### config.mk
export PLATFORM = sky130hd
export DESIGN_NAME = clock_ctrl
export DESIGN_NICKNAME = d
export VERILOG_FILES = /design/src/rtl/clock_ctrl.sv
export SDC_FILE = /design/constraint.sdc
export NUM_CORES = 1
export LEC_CHECK = 0
export CORE_AREA = 8 8 140 103
export DETAILED_ROUTE_END_ITERATION = 8
export DIE_AREA = 0 0 148 111
export DONT_BUFFER_PORTS = 1
export PLACE_DENSITY = 0.85
export REMOVE_ABC_BUFFERS = 1
export SYNTH_ARGS = -nofsm -noshare
export SYNTH_HDL_FRONTEND = slang
export SYNTH_SLANG_ARGS = --single-unit
### constraint.sdc
create_clock -name clk -period 5.9 [get_ports clk]
set_input_delay 1.77 -clock clk [delete_from_list [all_inputs] [get_ports clk]]
set_output_delay 1.77 -clock clk [all_outputs]
set_load 0.02 [all_outputs]
### src/rtl/clock_ctrl.sv
// CPU clock controller: programmable divider, debounced single-step,
// address breakpoint halt and CPU cycle counter.
module clock_ctrl #(
  parameter int WIDTH      = 32,
  parameter int ADDR_WIDTH = 16,
  parameter int DEBOUNCE   = 500000
) (
  input  logic                  clk,
  input  logic                  rst,
  input  logic                  run,
  input  logic                  step_btn,
  input  logic [WIDTH-1:0]      div,
  input  logic                  bp_en,
  input  logic [ADDR_WIDTH-1:0] bp_addr,
  input  logic [ADDR_WIDTH-1:0] cpu_address,
  output logic                  clk_out,
  output logic                  halted,
  output logic [31:0]           cycle_count
);

  localparam int DBW = (DEBOUNCE < 2) ? 1 : $clog2(DEBOUNCE);

  typedef enum logic [1:0] {
    IDLE,
    RUN,
    STEP_HI,
    STEP_LO
  } state_t;

  logic           r_run_s1, r_run_s2, r_run_q;
  logic           r_btn_s1, r_btn_s2, r_btn_db, r_btn_q;
  logic [DBW-1:0] r_db_cnt;

  always_ff @(posedge clk or negedge rst) begin
    if (!rst) begin
      r_run_s1 <= 1'b0;
      r_run_s2 <= 1'b0;
      r_run_q  <= 1'b0;
      r_btn_s1 <= 1'b0;
      r_btn_s2 <= 1'b0;
      r_btn_db <= 1'b1;
      r_btn_q  <= 1'b1;
      r_db_cnt <= '0;
    end else begin
      r_run_s1 <= run;
      r_run_s2 <= r_run_s1;
      r_run_q  <= r_run_s2;
      r_btn_s1 <= step_btn;
      r_btn_s2 <= r_btn_s1;
      r_btn_q  <= r_btn_db;
      // debounced level follows only after a long enough disagreement
      if (r_btn_s2 != r_btn_db) begin
        if (r_db_cnt == DBW'(DEBOUNCE - 1)) begin
          r_btn_db <= r_btn_s2;
          r_db_cnt <= '0;
        end else begin
          r_db_cnt <= r_db_cnt + DBW'(1);
        end
      end else begin
        r_db_cnt <= '0;
      end
    end
  end

  logic w_run_rise, w_step_press;
  assign w_run_rise   = r_run_s2 & ~r_run_q;
  assign w_step_press = r_btn_q & ~r_btn_db;

  state_t           r_state, w_state_nx;
  logic             r_clk, w_clk_nx;
  logic [WIDTH-1:0] r_hc, w_hc_nx;
  logic [WIDTH-1:0] r_d, w_dsel;
  logic             r_skip, w_skip_nx;
  logic             r_halted;
  logic [31:0]      r_count;
  logic             w_tick, w_hit, w_rise;

  assign w_dsel = (div == '0) ? WIDTH'(1) : div;
  assign w_tick = (r_state != IDLE) && (r_hc == r_d - WIDTH'(1));
  assign w_hit  = bp_en && (cpu_address == bp_addr) && !r_skip;
  assign w_rise = ~r_clk & w_clk_nx;

  always_comb begin
    w_state_nx = r_state;
    w_clk_nx   = r_clk;
    w_skip_nx  = r_skip;
    w_hc_nx    = w_tick ? '0 : r_hc + WIDTH'(1);
    unique case (r_state)
      IDLE: begin
        w_clk_nx = 1'b0;
        w_hc_nx  = '0;
        if (w_run_rise) begin
          w_state_nx = RUN;
          w_skip_nx  = 1'b1;
        end else if (w_step_press) begin
          w_state_nx = STEP_HI;
          w_clk_nx   = 1'b1;
        end
      end
      RUN: begin
        if (w_tick) begin
          if (r_clk) begin
            w_clk_nx = 1'b0;
          end else if (!r_run_s2 || w_hit) begin
            w_state_nx = IDLE;
          end else begin
            w_clk_nx  = 1'b1;
            w_skip_nx = 1'b0;
          end
        end
      end
      STEP_HI: begin
        if (w_tick) begin
          w_state_nx = STEP_LO;
          w_clk_nx   = 1'b0;
        end
      end
      STEP_LO: begin
        if (w_tick) w_state_nx = IDLE;
      end
      default: w_state_nx = IDLE;
    endcase
  end

  always_ff @(posedge clk or negedge rst) begin
    if (!rst) begin
      r_state  <= IDLE;
      r_clk    <= 1'b0;
      r_hc     <= '0;
      r_d      <= WIDTH'(1);
      r_skip   <= 1'b0;
      r_halted <= 1'b1;
      r_count  <= '0;
    end else begin
      r_state  <= w_state_nx;
      r_clk    <= w_clk_nx;
      r_hc     <= w_hc_nx;
      r_skip   <= w_skip_nx;
      r_halted <= (w_state_nx == IDLE);
      if (r_state == IDLE || w_tick) r_d <= w_dsel;
      if (w_rise) r_count <= r_count + 32'd1;
    end
  end

  assign clk_out     = r_clk;
  assign halted      = r_halted;
  assign cycle_count = r_count;

endmodule

==> impl_metrics.csv, run 1 <==
group,metric,value,unit
timing,skew,9.281,ps
route,vias,5527,
timing,tightest_slew,845.5,ps
power,p_sw,0.4092,mW
timing,setup_slack,1456,ps
cells_and_area,final-seq-area,0.003183,mm²
clock_network,cts_resized,0,
global_route,grt_max_degree,128,
cells_and_area,most-common-layout-cells,"dfrtp_1, nor2_1, xnor2_1, xor2_1, nand2_1",
timing,maxSlewViolCount,0,
clock_network,ctsLongestPathBuffers,2,
cells_and_area,final_core_util,0.6432,
power,pwr-share-comb,0.009,
clock_network,path_clk_slew,60,ps
timing,finalHoldViolCount,0,
global_route,antenna_found_initial,0,
global_route,grt_first_pass_wirelength,28.76,mm
clock_network,postCtsHoldBufs,0,
timing,finalCriticalPeriod,4445,ps
clock_network,cts_setup_buffers,0,
route,avgViaCountPerCell,6.281,
synthesis,ys.flop_type,"dfrtp_1",
setup_path,cp_common_cell,"nor4_1",
synthesis,yosys_warnings,0,
timing,hold_ws,347.2,ps
cells_and_area,stdcell_count,880,
route,wl_per_cell,19.97,µm
setup_path,critPathMaxStageDelay,660,ps
clock_network,clock-sinks,127,
synthesis,syn_avg_cell_area,10.06,µm²
power,totalPowerFinal,1.981,mW
placement,post-place-ws,1592,ps
power,seq_power_share,0.443,
route,route.detailed.drc,0,
clock_network,cts_tree,"yes",
placement,portBuffers,0,
power,powerDensity,253.2,mW/mm²
timing,slew_headroom,0.4284,
placement,post-place-cells,848,
die,num_rows,34,
power,ir_drop,0.0002167,V
placement,dpl_cell_area,0.007212,mm²
placement,gp_congestion,0.9230,
timing,setup_violations,0,
global_route,globalRouteMet3Util,0.06892,
power,pwr-share-clk,0.548,
setup_path,crit_type,"reg2reg",
synthesis,synth_cell_types,58,
cells_and_area,fillers,903,
cells_and_area,design_area,0.007825,mm²
synthesis,synth_cells,710,
setup_path,crit_fanout,34,
clock_network,clock-root-buffer,"clkbuf_16",
outcome,status,"completed",
timing,tns,0,ps
die,initial_utilization,0.5872,
synthesis,synth_edf_count,0,
cells_and_area,antenna_cells,0,
global_route,use_met2,0.3317,
die,die_width,148,µm
die,core-area,0.01217,mm²
cells_and_area,syn2layout_area_growth,9.527,%
power,p_int,1.572,mW
timing,max_freq,0.2250,GHz
synthesis,yosys_register_bits,127,
timing,rsz0062_at_grt,"false",
setup_path,cp_slowest_cell,"nor4_1",
setup_path,crit_path_start_kind,"flop",
clock_network,cts_inserted_buffers,17,
die,pin_count,103,
cells_and_area,drive_above_1_share,0.1128,
synthesis,syn_area,0.007144,mm²
route,ant_nets,0,
timing,period_share,0.7533,
setup_path,path_cells,"nor4_1, nand4_1, nor4_1, mux2i_1, nor4_1, nand3_1, nor3_4, or2_2, buf_12, mux2_4",
route,finalWirelength,17.57,mm
global_route,grt_pass1_vias,5628,
global_route,grt-ovfl-total,0,
power,static-leakage-power,3.400,nW
synthesis,synth-async-reset-ratio,1.000,
setup_path,cp-end-kind,"flop",
job,cap_violations,0,
die,dieArea,0.01643,mm²
cells_and_area,finalNetCount,778,
placement,hpwlAfterDp,12.46,mm
route,drtIter0Drc,520,
power,swShare,0.2065,
clock_network,htreeDepth,4,
setup_path,critPathArrivalTime,4740,ps
route,drtPass1Iterations,8,
global_route,grt_use_met1,0.2800,
hold_path,worstHoldPathType,"reg2reg",
cells_and_area,final_common_cell,"dfrtp_1",
synthesis,seq_area_frac_synth,0.4455,
global_route,grt_usage,0.2157,
die,die_y,111,µm
cells_and_area,multi_input_area,0.003750,mm²
global_route,grt_busiest_layer,"met2",
clock_network,worstSkewPairLatency,420,ps
setup_path,crit_required,6200,ps
==> critical path, delay by kind of cell (launching register included) <==
kind	cells	cell delay, ps
buffers and inverters	1	300
AND/OR/NAND/NOR	7	3050
flip-flops	1	440
multiplexers	2	510
==> power by group through the flow <==
stage	registers (mW)	clock network, mW	logic (mW)
4_1_cts	0.877	1.10	0.0184
2_1_floorplan	0.892	0	0.0149
3_5_place_dp	0.893	0	0.0181
3_3_place_gp	0.892	0	0.0177
6_report	0.877	1.09	0.0180
5_1_grt	0.877	1.14	0.0205
==> synthesized netlist by cell type (all sizes together) (2+ instances only) <==
cell    count  area [µm²]
inv        15       56.30
clkbuf      9       33.78
nand3      35       175.2
or4         7       60.06
xnor2      72       630.6
nand4b      2       17.52
nor4b       5       50.04
dfrtp     123        3078
nor3       21       127.6
and2        4       25.02
nor2       75       284.0
buf        16       121.4
mux2       30       416.7
nand2      43       161.4
nor4       37       250.2
or2         3       18.77
o22ai       3       18.77
nor3b       3       22.52
a21oi      13       68.82
o31ai       2       15.01
dfstp       4       105.1
nand4      28       175.2
or4b        3       30.03
a32oi       2       17.52
or3        13       81.33
and4        5       43.79
and3       22       137.6
nor2b       9       56.30
o21ai      17       85.08
a211oi      2       15.01
xor2       62       543.0
nand2b      5       31.28
ha          4       50.05
mux2i       3       30.03
==> state kept, by name, indices dropped and copies added, names as in the netlist, 2 cells and up <==
signal and cells:
cycle_count 32, r_hc 32, r_d 32, r_state 2
r_db_cnt 19
==> area by class of cell <==
class / instances / share of cell area
clock buffer: 19 / 0.05788
clock inverter: 13 / 0.02047
inverter: 15 / 0.007195
multi-input combinational: 543 / 0.4792
sequential: 127 / 0.4068
tap: 162 / 0.02590
timing repair buffer: 1 / 0.002558
==> worst paths after layout <==
path,cells after the start,end,startpoint,slack [ps]
max in group asynchronous,0,r_btn_db,rst,4590
min,0,r_run_s2,r_run_s1,350
max,10,r_d[25],r_d[12],1460
min reg2reg,0,r_run_s2,r_run_s1,350
max reg2reg,10,r_d[25],r_d[12],1460
min in group asynchronous,0,r_hc[14],rst,1050
==> logic make-up after synthesis <==
group,after synthesis,share of synthesized area
flip-flops,127,0.4455
adder cells (fa/ha/maj),5,0.008407
AND/OR/NAND/NOR,323,0.2485
XOR/XNOR,134,0.1643
AO/OA/AOI/OAI,48,0.04116
buffers and inverters,40,0.02960
multiplexers,33,0.06252
==> metal layers <==
layer  vias to the layer above  part of all wire
met5                         -                 0
met4                         0             0.015
met3                        34              0.11
met2                       282              0.46
met1                      2705              0.42
li1                       2506                 -
Note: power is estimated with default switching activity, not from simulation.
==> inputs of run 2 (changes only) <==
clock period = 4.2 ns   (was 5.9 ns; I/O delays follow)
==> run 2 against run 1 <==
Net effect:
- clock skew grew 0.77 ps
- clock power increased by 45%
- utilization increased by 0.85 points
- sequential cell count did not move
- routed wire length grew 1.9%
- highest routed layer unchanged
==> impl_metrics.csv, run 2 (synthesis results as in run 1) <==
group,metric,value,unit
placement,gp_congestion,0.9408,
global_route,antenna_found_initial,0,
power,p_sw,0.5689,mW
cells_and_area,multi_input_area,0.003750,mm²
placement,post-place-ws,459.4,ps
timing,max_freq,0.2588,GHz
placement,portBuffers,0,
timing,finalCriticalPeriod,3864,ps
clock_network,worstSkewPairLatency,410,ps
power,pwr-share-clk,0.557,
power,swShare,0.2003,
outcome,status,"completed",
die,num_rows,34,
setup_path,crit_type,"reg2reg",
clock_network,postCtsHoldBufs,0,
route,drtPass1Iterations,5,
clock_network,cts_tree,"yes",
die,pin_count,103,
cells_and_area,final_common_cell,"dfrtp_1",
route,route.detailed.drc,0,
power,pwr-share-comb,0.009,
route,finalWirelength,17.91,mm
timing,setup_slack,336.4,ps
cells_and_area,antenna_cells,0,
cells_and_area,finalNetCount,788,
clock_network,cts_inserted_buffers,17,
route,drtIter0Drc,576,
timing,period_share,0.9199,
cells_and_area,most-common-layout-cells,"dfrtp_1, nor2_1, xnor2_1, xor2_1, nand2_1",
placement,dpl_cell_area,0.007287,mm²
route,avgViaCountPerCell,6.283,
global_route,grt_usage,0.2176,
setup_path,cp-end-kind,"flop",
power,powerDensity,358.1,mW/mm²
placement,hpwlAfterDp,12.92,mm
power,ir_drop,0.0003156,V
power,seq_power_share,0.434,
global_route,grt_max_degree,128,
cells_and_area,fillers,919,
timing,skew,10.05,ps
route,ant_nets,0,
timing,slew_headroom,0.5043,
cells_and_area,syn2layout_area_growth,10.98,%
setup_path,critPathArrivalTime,4150,ps
global_route,grt_first_pass_wirelength,29.04,mm
timing,setup_violations,0,
clock_network,htreeDepth,4,
clock_network,ctsLongestPathBuffers,2,
timing,maxSlewViolCount,0,
route,wl_per_cell,20.12,µm
power,p_int,2.271,mW
die,dieArea,0.01643,mm²
timing,hold_ws,350.8,ps
cells_and_area,design_area,0.007929,mm²
die,die_y,111,µm
die,die_width,148,µm
job,cap_violations,0,
setup_path,crit_required,4490,ps
clock_network,clock-root-buffer,"clkbuf_16",
timing,tns,0,ps
cells_and_area,drive_above_1_share,0.1236,
hold_path,worstHoldPathType,"reg2reg",
global_route,grt_pass1_vias,5604,
setup_path,crit_fanout,15,
timing,finalHoldViolCount,0,
die,core-area,0.01217,mm²
timing,rsz0062_at_grt,"false",
clock_network,clock-sinks,127,
power,totalPowerFinal,2.840,mW
timing,tightest_slew,736.7,ps
clock_network,cts_setup_buffers,0,
clock_network,cts_resized,0,
cells_and_area,final-seq-area,0.003183,mm²
die,initial_utilization,0.5872,
route,vias,5592,
clock_network,path_clk_slew,60,ps
power,static-leakage-power,3.450,nW
global_route,grt-ovfl-total,0,
setup_path,crit_path_start_kind,"flop",
-- run 2: final cells by class --
cell class              count  area share
clock inverters            12     0.02335
clock buffers              20     0.05760
inverters                  15    0.007101
repair buffers             11     0.01199
well taps                 162     0.02556
flip-flops and latches    127      0.4015
multi-input cells         543      0.4729
-- run 2: per-layer routing --
metal	vias up	part of all wire	global-route usage
li1	2522	-	-
met1	2763	0.44	0.2910
met2	264	0.45	0.3259
met3	43	0.089	0.06117
met4	0	0.022	0.08808
met5	-	0	0
-- run 2: path summary, 6_finish.rpt --
path / cells past startpoint / from / slack (ps) / endpoint
min in group asynchronous: 0 / rst / 550 / r_d[16]
worst min-delay path: 0 / r_btn_s1 / 350 / r_btn_s2
max in group asynchronous: 0 / rst / 3390 / r_d[0]
worst max register to register: 12 / r_d[1] / 340 / cycle_count[13]
worst max-delay path: 12 / r_d[1] / 340 / cycle_count[13]
worst min register to register: 0 / r_btn_s1 / 350 / r_btn_s2
-- run 2: power by group through the flow --
stage               clock network, mW  logic, mW  registers, mW
finish                           1.58     0.0256           1.23
global route                     1.65     0.0292           1.23
CTS                              1.60     0.0261           1.23
detailed placement                  0     0.0258           1.25
global placement                    0     0.0248           1.25
floorplan                           0     0.0209           1.25
-- run 2: through the flow --
stage          std cells    util
6_report             890  0.6517
5_1_grt              890  0.6517
4_1_cts              890  0.6517
3_5_place_dp         858  0.5989
3_3_place_gp         858  0.5989
2_1_floorplan        685       -
-- run 2: critical path: stages, from the launching register on --
cell and delay, ps:
dfrtp_1 420, inv_1 90, ha_1 240, or4b_1 640, nor3_4 270, nand2_1 80
o21a_1 180, or3b_2 500, nor4_1 280, a21o_1 520, buf_4 250, nand4_1 120
xnor2_1 160
